--- config.mk ---
export PLATFORM = sky130hd
export DESIGN_NAME = unary_multi_adder
export DESIGN_NICKNAME = d
export VERILOG_FILES = /design/src/rtl/unary_multi_adder.sv
export SDC_FILE = /design/constraint.sdc
export NUM_CORES = 1
export LEC_CHECK = 0
export BUFFER_PORTS_ARGS = -buffer_cell sky130_fd_sc_hd__buf_2
export CORE_UTILIZATION = 40
export DETAILED_ROUTE_END_ITERATION = 6
export PLACE_DENSITY_LB_ADDON = 0.15
export SYNTH_ARGS = -nofsm -noshare
export SYNTH_HDL_FRONTEND = slang
export SYNTH_SLANG_ARGS = --single-unit
--- constraint.sdc ---
create_clock -name clk -period 7.4 [get_ports clk]
set_input_delay 1.48 -clock clk [delete_from_list [all_inputs] [get_ports clk]]
set_output_delay 1.48 -clock clk [all_outputs]
set_load 0.02 [all_outputs]
--- src/rtl/unary_multi_adder.sv ---
// unary_multi_adder: merges N_IN unary input bursts into a single unary output burst whose
// length is the total number of input ones, optionally clamped to U_BITS.
module unary_multi_adder #(
    parameter int unsigned  N_IN   = 4,
    parameter int unsigned  U_BITS = 16,
    parameter bit           SAT_EN = 1'b0,
    localparam int unsigned CNT_W  = $clog2(N_IN * U_BITS + 1)
) (
    input  logic             clk,
    input  logic             reset,
    input  logic [N_IN-1:0]  in,
    output logic             out,
    output logic             busy,
    output logic             done,
    output logic [CNT_W-1:0] count,
    output logic             saturated
);

    typedef enum logic [1:0] {
        StIdle = 2'd0,
        StRun  = 2'd1,
        StSat  = 2'd2
    } state_e;

    localparam logic [CNT_W-1:0] CntMax = {CNT_W{1'b1}};
    localparam logic [CNT_W-1:0] CntOne = CNT_W'(1);
    localparam logic [CNT_W-1:0] UMax   = CNT_W'(U_BITS);

    state_e           state_q, state_d;
    logic [CNT_W-1:0] pending_q, pending_d;
    logic [CNT_W-1:0] count_q, count_d;
    logic             sat_q, sat_d;

    logic [CNT_W-1:0] pop;
    logic             any_in;
    logic             out_c;
    logic             done_c;
    // pending + pop - out with one spare bit so an over-long burst is detectable
    logic [CNT_W:0]   acc;
    logic [CNT_W-1:0] count_inc;
    logic             sat_hit;

    // Number of channels carrying a one this cycle.
    always_comb begin
        pop = '0;
        for (int i = 0; i < int'(N_IN); i++) begin
            pop = pop + CNT_W'(in[i]);
        end
    end

    assign any_in = |in;

    // Next-state, pending/count bookkeeping and the combinational out/done strobes.
    always_comb begin
        state_d   = state_q;
        pending_d = pending_q;
        count_d   = count_q;
        sat_d     = sat_q;
        out_c     = 1'b0;
        done_c    = 1'b0;
        acc       = '0;
        count_inc = '0;
        sat_hit   = 1'b0;

        unique case (state_q)
            StIdle: begin
                out_c = any_in;
                if (any_in) begin
                    // This cycle emits the first one; the rest of pop is owed.
                    state_d   = StRun;
                    pending_d = pop - CntOne;
                    count_d   = CntOne;
                    sat_d     = 1'b0;
                    if (SAT_EN && (UMax == CntOne)) begin
                        state_d   = StSat;
                        pending_d = '0;
                        sat_d     = (pop != CntOne);
                    end
                end
            end

            StRun: begin
                out_c = any_in | (pending_q != '0);
                acc   = {1'b0, pending_q} + {1'b0, pop} - {{CNT_W{1'b0}}, out_c};
                if (acc > {1'b0, CntMax}) begin
                    // Protocol violation: clamp and flag the loss.
                    pending_d = CntMax;
                    sat_d     = 1'b1;
                end else begin
                    pending_d = acc[CNT_W-1:0];
                end

                if (out_c) begin
                    count_inc = (count_q == CntMax) ? CntMax : count_q + CntOne;
                    count_d   = count_inc;
                    sat_hit   = SAT_EN && (count_inc == UMax);
                    if (sat_hit) begin
                        // Clamp reached: anything still owed is discarded.
                        state_d   = StSat;
                        pending_d = '0;
                        if (acc != '0) begin
                            sat_d = 1'b1;
                        end
                    end
                end else begin
                    done_c  = 1'b1;
                    state_d = StIdle;
                end
            end

            StSat: begin
                // Swallow the tail of the input bursts until all channels go quiet.
                if (any_in) begin
                    sat_d = 1'b1;
                end else begin
                    done_c  = 1'b1;
                    state_d = StIdle;
                end
            end

            default: begin
                state_d = StIdle;
            end
        endcase
    end

    // State registers with synchronous active-high reset.
    always_ff @(posedge clk) begin
        if (reset) begin
            state_q   <= StIdle;
            pending_q <= '0;
            count_q   <= '0;
            sat_q     <= 1'b0;
        end else begin
            state_q   <= state_d;
            pending_q <= pending_d;
            count_q   <= count_d;
            sat_q     <= sat_d;
        end
    end

    // out and done are zero-latency, so they are masked while reset is held.
    assign out       = out_c & ~reset;
    assign done      = done_c & ~reset;
    assign busy      = (state_q != StIdle);
    assign count     = count_q;
    assign saturated = sat_q;

endmodule

==> results of run 1 <==
## final cells by class
cell class                 count  share of cell area
tap                           44             0.03697
clock buffer                   4             0.02437
inverter                      21             0.05294
multi-input combinational    122              0.6168
timing repair buffer          16             0.05378
sequential                    16              0.2151
## worst paths after layout
path / start / to / slack [ns] / depth (start not counted)
hold / removal: saturated / saturated / 0.50 / 2
hold reg to reg: saturated / saturated / 0.50 / 2
setup reg to reg: pending_q[6] / pending_q[6] / 4.50 / 11
setup / recovery: in[0] / done / 2.99 / 7
## power by group through the flow
stage,Sequential (mW),Combinational (mW),Clock [mW]
global placement,0.130,0.275,0
global route,0.132,0.321,0.0653
floorplan,0.129,0.223,0
detailed placement,0.131,0.280,0
finish,0.128,0.284,0.0591
CTS,0.129,0.283,0.0610
## state kept, by name (all words and copies together), names as in the netlist
name	cells
count	7
pending_q	7
saturated	1
state_q	1
## per-stage QoR
stage,std cells,power [mW]
detailed placement,219,0.4111
CTS,223,0.4726
global placement,219,0.4057
global route,223,0.5186
finish,223,0.4715
floorplan,163,0.3523
## tightest hold or removal path, stage by stage, from the launching register on
cell and delay (ns):
sky130_fd_sc_hd__dfxtp_1 0.32, sky130_fd_sc_hd__o21ai_0 0.06, sky130_fd_sc_hd__o22ai_1 0.08
## metal layers
layer / vias up / track usage / share of wire
met5: - / 0 / 0
met4: 0 / 0.05980 / 0.018
met3: 6 / 0.01948 / 0.035
met2: 26 / 0.3238 / 0.50
met1: 570 / 0.2431 / 0.45
li1: 618 / - / -
## placed cells by master, fill, tap and decap left out, types with 2 or more instances in the layout
master	n
sky130_fd_sc_hd__inv_1	21
sky130_fd_sc_hd__ha_1	17
sky130_fd_sc_hd__nor2_1	16
sky130_fd_sc_hd__dfxtp_1	16
sky130_fd_sc_hd__buf_2	16
sky130_fd_sc_hd__a21oi_1	14
sky130_fd_sc_hd__nand2_1	9
sky130_fd_sc_hd__o21ai_0	8
sky130_fd_sc_hd__nand3_1	5
sky130_fd_sc_hd__a311oi_1	5
sky130_fd_sc_hd__xnor2_1	4
sky130_fd_sc_hd__o21ai_1	4
sky130_fd_sc_hd__or3_1	3
sky130_fd_sc_hd__clkbuf_4	3
sky130_fd_sc_hd__nand2b_1	2
sky130_fd_sc_hd__and3_1	2
sky130_fd_sc_hd__a211oi_1	2
sky130_fd_sc_hd__nor2b_1	2
sky130_fd_sc_hd__xor2_1	2
sky130_fd_sc_hd__nor3_1	2
sky130_fd_sc_hd__fa_1	2
## cells by family after synthesis
kind of cell	after synthesis	share of synthesized area
AO/OA/AOI/OAI	48	0.2580
XOR/XNOR	6	0.03940
adder cells (fa/ha/maj)	19	0.1895
buffers and inverters	25	0.07129
flip-flops	16	0.2402
AND/OR/NAND/NOR	49	0.2017
==> flow_results.xml, run 1 <==
<?xml version="1.0" encoding="UTF-8"?>
<metrics>
  <group name="power">
    <metric name="power_leakage" unit="nW">0.6726</metric>
    <metric name="switching_fraction_of_total_power" unit="">0.4615</metric>
    <metric name="power.share.combinational" unit="">0.603</metric>
    <metric name="seqPwrFrac" unit="">0.272</metric>
    <metric name="power_switching" unit="mW">0.2176</metric>
    <metric name="powerDensity" unit="mW/mm^2">316.7</metric>
    <metric name="clockPowerShare" unit="">0.125</metric>
    <metric name="peakVddDrop" unit="V">0.00008446</metric>
    <metric name="internal_power" unit="mW">0.2539</metric>
  </group>
  <group name="sta">
    <metric name="timing.fmax" unit="GHz">0.2269</metric>
    <metric name="timing.final.crit_share" unit="">0.5955</metric>
    <metric name="final.setup.worst_slack" unit="ns">2.993</metric>
    <metric name="timing_worst_slew_pin_value" unit="ns">0.6465</metric>
    <metric name="max_slew_margin" unit="">0.5684</metric>
    <metric name="whs" unit="ns">0.4990</metric>
    <metric name="rsz0062_at_grt" unit="">no</metric>
    <metric name="drv_slew" unit="">0</metric>
    <metric name="final_hold_viol_count" unit="">0</metric>
    <metric name="min_period" unit="ns">4.407</metric>
    <metric name="setup_viol" unit="">0</metric>
    <metric name="setup_tns" unit="ns">0</metric>
    <metric name="clock_skew" unit="ns">0.005349</metric>
  </group>
  <group name="min_path">
    <metric name="worstHoldPathType" unit="">flop to flop</metric>
  </group>
  <group name="clock_network">
    <metric name="post_cts.repair.setup_buffers" unit="">0</metric>
    <metric name="cts-buffers-inserted" unit="">3</metric>
    <metric name="cts-root-buf" unit="">sky130_fd_sc_hd__clkbuf_4</metric>
    <metric name="cts_max_level" unit="">1</metric>
    <metric name="tritoncts" unit="">done</metric>
    <metric name="ctsLongestPathBuffers" unit="">2</metric>
    <metric name="cts_sinks" unit="">16</metric>
    <metric name="clock_latency" unit="ns">0.29</metric>
    <metric name="clkTransAtPathRegs" unit="ns">0.09</metric>
    <metric name="holdBufCountCts" unit="">0</metric>
    <metric name="cts_resized" unit="">0</metric>
  </group>
  <group name="finish">
    <metric name="postLayoutCoreUtil" unit="">0.4798</metric>
    <metric name="insertedDiodeCount" unit="">0</metric>
    <metric name="area_of_all_placed_cells_without_fillers" unit="mm^2">0.001489</metric>
    <metric name="layout_net_count" unit="">205</metric>
    <metric name="area_of_the_multi_input_gates" unit="um^2">918.4</metric>
    <metric name="num-fill-cells" unit="">323</metric>
    <metric name="layout-area-overhead-vs-synth" unit="%">11.63</metric>
    <metric name="layout-drive-gt1-share" unit="">0.1564</metric>
    <metric name="regArea" unit="um^2">320.3</metric>
  </group>
  <group name="global_routing">
    <metric name="grt-ovfl-total" unit="">0</metric>
    <metric name="grt_start_max_net_pins" unit="">20</metric>
    <metric name="via_count_of_the_first_global_routing_pass" unit="">1191</metric>
    <metric name="gr-usage-all-layers" unit="">0.1875</metric>
    <metric name="grt_first_pass_wirelength" unit="um">5099</metric>
    <metric name="antenna_found_initial" unit="">0</metric>
  </group>
  <group name="synth">
    <metric name="yosys.cell_types.count" unit="">44</metric>
    <metric name="total_standard_cell_area_after_synthesis" unit="mm^2">0.001334</metric>
    <metric name="post_synth.cell_area_avg" unit="um^2">8.183</metric>
    <metric name="total_of_warnings_raised_by_yosys" unit="">0</metric>
    <metric name="synth_top_cell_by_area" unit="">sky130_fd_sc_hd__dfxtp_1</metric>
    <metric name="postSynthCellCount" unit="">163</metric>
    <metric name="synth_nets" unit="">188</metric>
    <metric name="yosysTopAreaCellShare" unit="">0.2402</metric>
    <metric name="synth_enable_flop_cells" unit="">0</metric>
    <metric name="synth_top_cells_by_count" unit="">21 x sky130_fd_sc_hd__inv_1, 17 x sky130_fd_sc_hd__ha_1, 16 x sky130_fd_sc_hd__dfxtp_1, 16 x sky130_fd_sc_hd__nor2_1, 14 x sky130_fd_sc_hd__a21oi_1</metric>
    <metric name="yosysSeqAreaShare" unit="">0.2402</metric>
    <metric name="synth-async-reset-ratio" unit="">0</metric>
    <metric name="dominant_register_cell_in_the_synthesized_netlist" unit="">sky130_fd_sc_hd__dfxtp_1</metric>
    <metric name="cell_with_the_most_instances_after_synthesis" unit="">sky130_fd_sc_hd__inv_1</metric>
    <metric name="synth_top_cells_by_area" unit="">sky130_fd_sc_hd__dfxtp_1 24%, sky130_fd_sc_hd__ha_1 16%, sky130_fd_sc_hd__inv_1 5.9%</metric>
    <metric name="ys_ff_latch" unit="">16</metric>
  </group>
  <group name="critical_path">
    <metric name="crit_path_kind" unit="">input port to output port</metric>
    <metric name="cpMaxStageDelayCell" unit="">sky130_fd_sc_hd__nor3b_2</metric>
    <metric name="critical_path.max_stage_delay" unit="ns">0.55</metric>
    <metric name="critical_path.endpoint_type" unit="">output port</metric>
    <metric name="worst-endpoint-required" unit="ns">5.92</metric>
    <metric name="start_kind" unit="">input port</metric>
    <metric name="cpMostUsedCell" unit="">sky130_fd_sc_hd__buf_2</metric>
    <metric name="critPathBufInv" unit="">3</metric>
    <metric name="critPathMaxFanout" unit="">10</metric>
    <metric name="worst_ep_arrival_time" unit="ns">2.93</metric>
    <metric name="critical_path.top_delay_family" unit="">simple AND/OR/NAND/NOR gates</metric>
    <metric name="cp_cell_sequence" unit="">buf_2 -&gt; inv_1 -&gt; ha_1 -&gt; nor3b_2 -&gt; nand4_2 -&gt; nor2_1 -&gt; buf_2</metric>
  </group>
  <group name="placement">
    <metric name="area_after_detailed_placement" unit="mm^2">0.001453</metric>
    <metric name="place.port_buffers" unit="">16</metric>
    <metric name="detailed_place_hpwl" unit="um">2318</metric>
    <metric name="gp_congestion" unit="">0.8282</metric>
    <metric name="placement.setup.worst_slack" unit="ns">2.857</metric>
  </group>
  <group name="floorplan">
    <metric name="start_util" unit="">0.4298</metric>
    <metric name="num_rows" unit="">20</metric>
    <metric name="die-area" unit="mm^2">0.003569</metric>
    <metric name="io-pin-count" unit="">17</metric>
    <metric name="die_height" unit="um">59.75</metric>
    <metric name="chipWidth" unit="um">59.75</metric>
    <metric name="core_area" unit="mm^2">0.003103</metric>
  </group>
  <group name="route">
    <metric name="route.vias.total" unit="">1220</metric>
    <metric name="detail_route.iter0.violations" unit="">70</metric>
    <metric name="antenna_violating_nets_post_route" unit="">0</metric>
    <metric name="drt-pass1-iter-count" unit="">5</metric>
    <metric name="wl_per_cell" unit="um">13.12</metric>
    <metric name="route.detailed.drc" unit="">0</metric>
    <metric name="route.detailed.vias_per_inst" unit="">5.471</metric>
    <metric name="finalWirelength" unit="um">2925</metric>
  </group>
  <group name="status">
    <metric name="status" unit="">complete, no violations</metric>
  </group>
  <group name="flow_run">
    <metric name="maxCapViolations" unit="">0</metric>
  </group>
</metrics>
(Power assumes the default switching activity.)
==> run 2: changes to the inputs <==
clock period = 3.69 ns   (was 7.4 ns; I/O delays follow)
==> run 2 against run 1 <==
  * Clock-buffer cell count stayed put
  * Sequential share of layout area is 0.21 points lower
  * Worst setup slack worse by 2.7 ns
  * Die area stayed put
  * Largest cell class unchanged
  * Hold slack better by 0.0070 ns
  * Routed wire length is 4.4% higher
  * Clock power is 98% higher
  * Critical endpoint is now pending_q[3]
  * Clock skew hardly changed
  * Sequential power is 100% higher
==> flow_results.xml, run 2 (synthesized netlist as in run 1, its figures left out) <==
<?xml version="1.0" encoding="UTF-8"?>
<metrics>
  <group name="route">
    <metric name="detail_route.iter0.violations" unit="">52</metric>
    <metric name="route.detailed.vias_per_inst" unit="">5.418</metric>
    <metric name="finalWirelength" unit="um">3055</metric>
    <metric name="antenna_violating_nets_post_route" unit="">0</metric>
    <metric name="route.vias.total" unit="">1219</metric>
    <metric name="route.detailed.drc" unit="">0</metric>
    <metric name="wl_per_cell" unit="um">13.58</metric>
    <metric name="drt-pass1-iter-count" unit="">4</metric>
  </group>
  <group name="critical_path">
    <metric name="critical_path.endpoint_type" unit="">flop</metric>
    <metric name="worst-endpoint-required" unit="ns">3.83</metric>
    <metric name="start_kind" unit="">input port</metric>
    <metric name="crit_path_kind" unit="">input port to flop</metric>
    <metric name="worst_setup_path_startpoint" unit="">in[0]</metric>
    <metric name="critical_path.reg2reg.startpoint" unit="">pending_q[6]</metric>
    <metric name="critPathMaxFanout" unit="">8</metric>
    <metric name="worst_ep_arrival_time" unit="ns">3.52</metric>
  </group>
  <group name="power">
    <metric name="totalPowerFinal" unit="mW">0.9500</metric>
    <metric name="power_leakage" unit="nW">0.6827</metric>
    <metric name="peakVddDrop" unit="V">0.0003168</metric>
    <metric name="powerDensity" unit="mW/mm^2">631.7</metric>
  </group>
  <group name="finish">
    <metric name="layout_net_count" unit="">207</metric>
    <metric name="layout-area-overhead-vs-synth" unit="%">12.76</metric>
    <metric name="area_of_the_multi_input_gates" unit="um^2">918.4</metric>
    <metric name="final_common_cell" unit="">sky130_fd_sc_hd__inv_1</metric>
    <metric name="regArea" unit="um^2">320.3</metric>
    <metric name="layout.cells.most_common_list" unit="">21 x sky130_fd_sc_hd__inv_1, 17 x sky130_fd_sc_hd__ha_1, 16 x sky130_fd_sc_hd__nor2_1, 16 x sky130_fd_sc_hd__dfxtp_1, 16 x sky130_fd_sc_hd__buf_2</metric>
    <metric name="insertedDiodeCount" unit="">0</metric>
    <metric name="layout-drive-gt1-share" unit="">0.1657</metric>
    <metric name="postLayoutCoreUtil" unit="">0.4847</metric>
    <metric name="area_of_all_placed_cells_without_fillers" unit="mm^2">0.001504</metric>
    <metric name="instances_no_fill" unit="">225</metric>
    <metric name="num-fill-cells" unit="">322</metric>
  </group>
  <group name="floorplan">
    <metric name="core_area" unit="mm^2">0.003103</metric>
    <metric name="die-area" unit="mm^2">0.003569</metric>
    <metric name="die_height" unit="um">59.75</metric>
    <metric name="chipWidth" unit="um">59.75</metric>
    <metric name="io-pin-count" unit="">17</metric>
    <metric name="start_util" unit="">0.4298</metric>
    <metric name="num_rows" unit="">20</metric>
  </group>
  <group name="sta">
    <metric name="whs" unit="ns">0.5060</metric>
    <metric name="setup_tns" unit="ns">0</metric>
    <metric name="timing.fmax" unit="GHz">0.2956</metric>
    <metric name="clock_skew" unit="ns">0.005035</metric>
    <metric name="final.setup.worst_slack" unit="ns">0.3074</metric>
    <metric name="timing.final.crit_share" unit="">0.9167</metric>
    <metric name="timing_worst_slew_pin_value" unit="ns">0.6493</metric>
    <metric name="rsz0062_at_grt" unit="">no</metric>
    <metric name="final_hold_viol_count" unit="">0</metric>
    <metric name="drv_slew" unit="">0</metric>
    <metric name="setup_viol" unit="">0</metric>
    <metric name="min_period" unit="ns">3.383</metric>
    <metric name="max_slew_margin" unit="">0.5666</metric>
  </group>
  <group name="placement">
    <metric name="place.port_buffers" unit="">16</metric>
    <metric name="place_inst" unit="">221</metric>
    <metric name="area_after_detailed_placement" unit="mm^2">0.001468</metric>
    <metric name="detailed_place_hpwl" unit="um">2411</metric>
    <metric name="gp_congestion" unit="">0.8182</metric>
    <metric name="placement.setup.worst_slack" unit="ns">-0.04554</metric>
  </group>
  <group name="status">
    <metric name="status" unit="">complete, no violations</metric>
  </group>
  <group name="min_path">
    <metric name="min-delay-start" unit="">saturated</metric>
    <metric name="worstHoldPathType" unit="">flop to flop</metric>
  </group>
  <group name="global_routing">
    <metric name="grt_first_pass_wirelength" unit="um">5457</metric>
    <metric name="via_count_of_the_first_global_routing_pass" unit="">1245</metric>
    <metric name="grt-ovfl-total" unit="">0</metric>
    <metric name="grt_start_max_net_pins" unit="">20</metric>
    <metric name="gr-usage-all-layers" unit="">0.2005</metric>
    <metric name="antenna_found_initial" unit="">0</metric>
  </group>
  <group name="clock_network">
    <metric name="cts-buffers-inserted" unit="">3</metric>
    <metric name="cts-root-buf" unit="">sky130_fd_sc_hd__clkbuf_4</metric>
    <metric name="cts_resized" unit="">0</metric>
    <metric name="clock_latency" unit="ns">0.29</metric>
    <metric name="holdBufCountCts" unit="">0</metric>
    <metric name="ctsLongestPathBuffers" unit="">2</metric>
    <metric name="post_cts.repair.setup_buffers" unit="">0</metric>
    <metric name="cts_sinks" unit="">16</metric>
    <metric name="cts_max_level" unit="">1</metric>
    <metric name="clkTransAtPathRegs" unit="ns">0.10</metric>
    <metric name="tritoncts" unit="">done</metric>
  </group>
  <group name="flow_run">
    <metric name="maxCapViolations" unit="">0</metric>
  </group>
</metrics>
## run 2: cell count changes in the layout (fill, tap and decap cells not counted), sizes merged
cell / delta
buf: +2
## run 2: report_power, final
group | switching, mW | internal, mW | leakage [nW] | total (mW)
Combinational | 0.331 | 0.243 | 0.530 | 0.575
Sequential | 0.0491 | 0.209 | 0.132 | 0.258
Clock | 0.0574 | 0.0601 | 0.0210 | 0.117
Total | 0.438 | 0.512 | 0.683 | 0.950
## run 2: final timing paths
kind,to,slack [ns],cells past startpoint
setup / recovery,pending_q[3],0.31,11
hold reg to reg,saturated,0.51,2
hold / removal,saturated,0.51,2
setup reg to reg,pending_q[6],0.74,11
## run 2: area by class of cell
cell class                 instances  area share
clock buffer                       4     0.02413
sequential                        16      0.2130
multi-input combinational        122      0.6107
tap                               44     0.03661
timing repair buffer              18     0.06323
inverter                          21     0.05241
## run 2: critical path, stage by stage
cell,delay [ns]
sky130_fd_sc_hd__buf_2,0.11
sky130_fd_sc_hd__fa_1,0.47
sky130_fd_sc_hd__ha_1,0.21
sky130_fd_sc_hd__ha_1,0.35
sky130_fd_sc_hd__xnor2_1,0.29
sky130_fd_sc_hd__ha_1,0.29
sky130_fd_sc_hd__a211oi_1,0.28
sky130_fd_sc_hd__o31a_1,0.30
sky130_fd_sc_hd__nand3_1,0.15
sky130_fd_sc_hd__o311ai_4,0.15
sky130_fd_sc_hd__a311oi_1,0.16
## run 2: layer usage
metal | track usage | part of all wire | up-vias | routed length, um
li1 | - | - | 614 | -
met1 | 0.2477 | 0.47 | 583 | 1442
met3 | 0.04545 | 0.033 | 2 | 100
met5 | 0 | 0 | - | 0
met4 | 0.03654 | 0.0069 | 0 | 21
met2 | 0.3556 | 0.49 | 20 | 1490
==> run 3: changes to the inputs <==
BUFFER_PORTS_ARGS = -buffer_cell sky130_fd_sc_hd__clkbuf_2   (was -buffer_cell sky130_fd_sc_hd__buf_2)
PLACE_DENSITY = 0.64   (was unset)
PLACE_DENSITY_LB_ADDON = unset   (was 0.15)
==> run 3 against run 2 <==
  * Sequential share of layout area fell by 0.11 points
  * Sequential cell count did not move
  * Core utilization rose by 0.24 points
  * Hold slack improved by 0.014 ns
  * Largest cell class unchanged
  * Via count rose by 1.6%
  * Register-to-register slack barely moved
  * Combinational power rose by 2%
  * Largest power group unchanged
==> flow_results.xml, run 3 (synthesized netlist as in run 1, its figures left out) <==
<?xml version="1.0" encoding="UTF-8"?>
<metrics>
  <group name="sta">
    <metric name="timing_worst_slew_pin_value" unit="ns">0.4335</metric>
    <metric name="rsz0062_at_grt" unit="">no</metric>
    <metric name="max_slew_margin" unit="">0.7035</metric>
    <metric name="timing.final.crit_share" unit="">0.9192</metric>
    <metric name="drv_slew" unit="">0</metric>
    <metric name="clock_skew" unit="ns">0.001987</metric>
    <metric name="setup_tns" unit="ns">0</metric>
    <metric name="final_hold_viol_count" unit="">0</metric>
    <metric name="min_period" unit="ns">3.392</metric>
    <metric name="setup_viol" unit="">0</metric>
    <metric name="whs" unit="ns">0.5197</metric>
    <metric name="timing.fmax" unit="GHz">0.2948</metric>
  </group>
  <group name="critical_path">
    <metric name="start_kind" unit="">input port</metric>
    <metric name="worst_ep_arrival_time" unit="ns">3.55</metric>
    <metric name="crit_path_kind" unit="">input port to flop</metric>
    <metric name="worst_setup_path_startpoint" unit="">in[0]</metric>
    <metric name="cpMostUsedCell" unit="">sky130_fd_sc_hd__ha_1</metric>
    <metric name="critical_path.reg2reg.startpoint" unit="">pending_q[6]</metric>
    <metric name="worst-r2r-setup-slack" unit="ns">0.73</metric>
    <metric name="critPathMaxFanout" unit="">8</metric>
    <metric name="regToRegEndpoint" unit="">pending_q[6]</metric>
    <metric name="critPathBufInv" unit="">1</metric>
    <metric name="critical_path.max_stage_delay" unit="ns">0.48</metric>
    <metric name="worst-endpoint-required" unit="ns">3.85</metric>
    <metric name="crit_end" unit="">pending_q[4]</metric>
    <metric name="rr_worst_depth" unit="">11</metric>
    <metric name="cp_cell_sequence" unit="">clkbuf_2 -&gt; fa_1 -&gt; ha_1 -&gt; ha_1 -&gt; xnor2_1 -&gt; ha_1 -&gt; a211oi_1 -&gt; o31a_1 -&gt; nand3_1 -&gt; o311ai_4 -&gt; a311oi_1</metric>
    <metric name="cpMaxStageDelayCell" unit="">sky130_fd_sc_hd__fa_1</metric>
    <metric name="critical_path.endpoint_type" unit="">flop</metric>
    <metric name="critical_path_depth" unit="">11</metric>
    <metric name="critical_path.top_delay_family" unit="">adder cells</metric>
  </group>
  <group name="clock_network">
    <metric name="cts-buffers-inserted" unit="">3</metric>
    <metric name="tritoncts" unit="">done</metric>
    <metric name="cts_max_level" unit="">1</metric>
    <metric name="cts-root-buf" unit="">sky130_fd_sc_hd__clkbuf_4</metric>
    <metric name="post_cts.repair.setup_buffers" unit="">0</metric>
    <metric name="cts_sinks" unit="">16</metric>
    <metric name="clock_latency" unit="ns">0.29</metric>
    <metric name="cts_resized" unit="">0</metric>
    <metric name="ctsLongestPathBuffers" unit="">2</metric>
    <metric name="holdBufCountCts" unit="">0</metric>
    <metric name="clkTransAtPathRegs" unit="ns">0.10</metric>
  </group>
  <group name="power">
    <metric name="powerDensity" unit="mW/mm^2">638.1</metric>
    <metric name="power_switching" unit="mW">0.4523</metric>
    <metric name="peakVddDrop" unit="V">0.0002260</metric>
    <metric name="power.share.combinational" unit="">0.611</metric>
    <metric name="switching_fraction_of_total_power" unit="">0.4690</metric>
    <metric name="totalPowerFinal" unit="mW">0.9645</metric>
    <metric name="seqPwrFrac" unit="">0.265</metric>
    <metric name="internal_power" unit="mW">0.5122</metric>
    <metric name="clockPowerShare" unit="">0.124</metric>
    <metric name="power_leakage" unit="nW">0.6820</metric>
  </group>
  <group name="finish">
    <metric name="insertedDiodeCount" unit="">0</metric>
    <metric name="layout-area-overhead-vs-synth" unit="%">13.32</metric>
    <metric name="layout.cells.most_common_list" unit="">21 x sky130_fd_sc_hd__inv_1, 17 x sky130_fd_sc_hd__ha_1, 16 x sky130_fd_sc_hd__nor2_1, 16 x sky130_fd_sc_hd__dfxtp_1, 16 x sky130_fd_sc_hd__clkbuf_2</metric>
    <metric name="final_common_cell" unit="">sky130_fd_sc_hd__inv_1</metric>
    <metric name="area_of_all_placed_cells_without_fillers" unit="mm^2">0.001511</metric>
    <metric name="layout-drive-gt1-share" unit="">0.1703</metric>
    <metric name="layout_net_count" unit="">208</metric>
  </group>
  <group name="route">
    <metric name="detail_route.iter0.violations" unit="">51</metric>
    <metric name="route.detailed.drc" unit="">0</metric>
    <metric name="drt-pass1-iter-count" unit="">4</metric>
    <metric name="route.detailed.vias_per_inst" unit="">5.478</metric>
    <metric name="route.vias.total" unit="">1238</metric>
    <metric name="wl_per_cell" unit="um">13.47</metric>
    <metric name="antenna_violating_nets_post_route" unit="">0</metric>
    <metric name="finalWirelength" unit="um">3044</metric>
  </group>
  <group name="status">
    <metric name="status" unit="">complete, no violations</metric>
  </group>
  <group name="floorplan">
    <metric name="num_rows" unit="">20</metric>
    <metric name="io-pin-count" unit="">17</metric>
    <metric name="die_height" unit="um">59.75</metric>
    <metric name="chipWidth" unit="um">59.75</metric>
    <metric name="core_area" unit="mm^2">0.003103</metric>
    <metric name="die-area" unit="mm^2">0.003569</metric>
    <metric name="start_util" unit="">0.4298</metric>
  </group>
  <group name="placement">
    <metric name="gp_congestion" unit="">0.7895</metric>
    <metric name="place.port_buffers" unit="">16</metric>
    <metric name="detailed_place_hpwl" unit="um">2369</metric>
    <metric name="area_after_detailed_placement" unit="mm^2">0.001475</metric>
  </group>
  <group name="global_routing">
    <metric name="grt-ovfl-total" unit="">0</metric>
    <metric name="grt_start_max_net_pins" unit="">20</metric>
    <metric name="via_count_of_the_first_global_routing_pass" unit="">1147</metric>
    <metric name="antenna_found_initial" unit="">0</metric>
    <metric name="grt_first_pass_wirelength" unit="um">5264</metric>
    <metric name="gr-usage-all-layers" unit="">0.1931</metric>
  </group>
  <group name="flow_run">
    <metric name="maxCapViolations" unit="">0</metric>
  </group>
  <group name="min_path">
    <metric name="worstHoldPathType" unit="">flop to flop</metric>
  </group>
</metrics>
==> run 3: power by group through the flow <==
stage               sequential, mW  combinational (mW)  clock [mW]
floorplan                    0.258               0.448           0
global placement             0.257               0.562           0
detailed placement           0.260               0.581           0
CTS                          0.256               0.587       0.121
global route                 0.262               0.659       0.128
finish                       0.256               0.589       0.120
==> run 3: routing by layer <==
layer | global-route usage | vias to the layer above | routed length, um
met4 | 0.03322 | 0 | 14
met1 | 0.2615 | 592 | 1393
met5 | 0 | - | 0
met2 | 0.3222 | 22 | 1488
met3 | 0.03463 | 2 | 146
li1 | - | 622 | -
==> run 3: stage by stage <==
stage,worst slack (ns),util,instances
after floorplan,0.3758,-,163
final,0.2982,0.4871,226
after detailed placement,-0.02832,0.4754,222
after CTS,0.2869,0.4871,226
after global routing,0.1179,0.4871,226
after global placement,0.1496,0.4754,222
==> run 3: area by class of cell <==
class / instances / area, um^2
Clock buffer: 4 / 36.28
Fill cell: 324 / 1592
Tap cell: 44 / 55.05
Inverter: 21 / 78.83
Sequential cell: 16 / 320.3
Timing Repair Buffer: 19 / 102.6
Multi-Input combinational cell: 122 / 918.4
==> run 3: worst min-delay path, cell delays in order (launching register included) <==
cell                      delay, ns
sky130_fd_sc_hd__dfxtp_1       0.33
sky130_fd_sc_hd__o21ai_0       0.07
sky130_fd_sc_hd__o22ai_1       0.07
==> run 3: worst min-delay path by stage <==
stage                            start            to  slack (ns)  depth (start not counted)
final                        saturated     saturated        0.52                          2
after global routing         saturated     saturated        0.55                          2
after CTS                    saturated     saturated        0.52                          2
after detailed placement     saturated     saturated        0.50                          2
after floorplan           pending_q[4]  pending_q[4]        0.52                          2
after global placement       saturated     saturated        0.50                          2
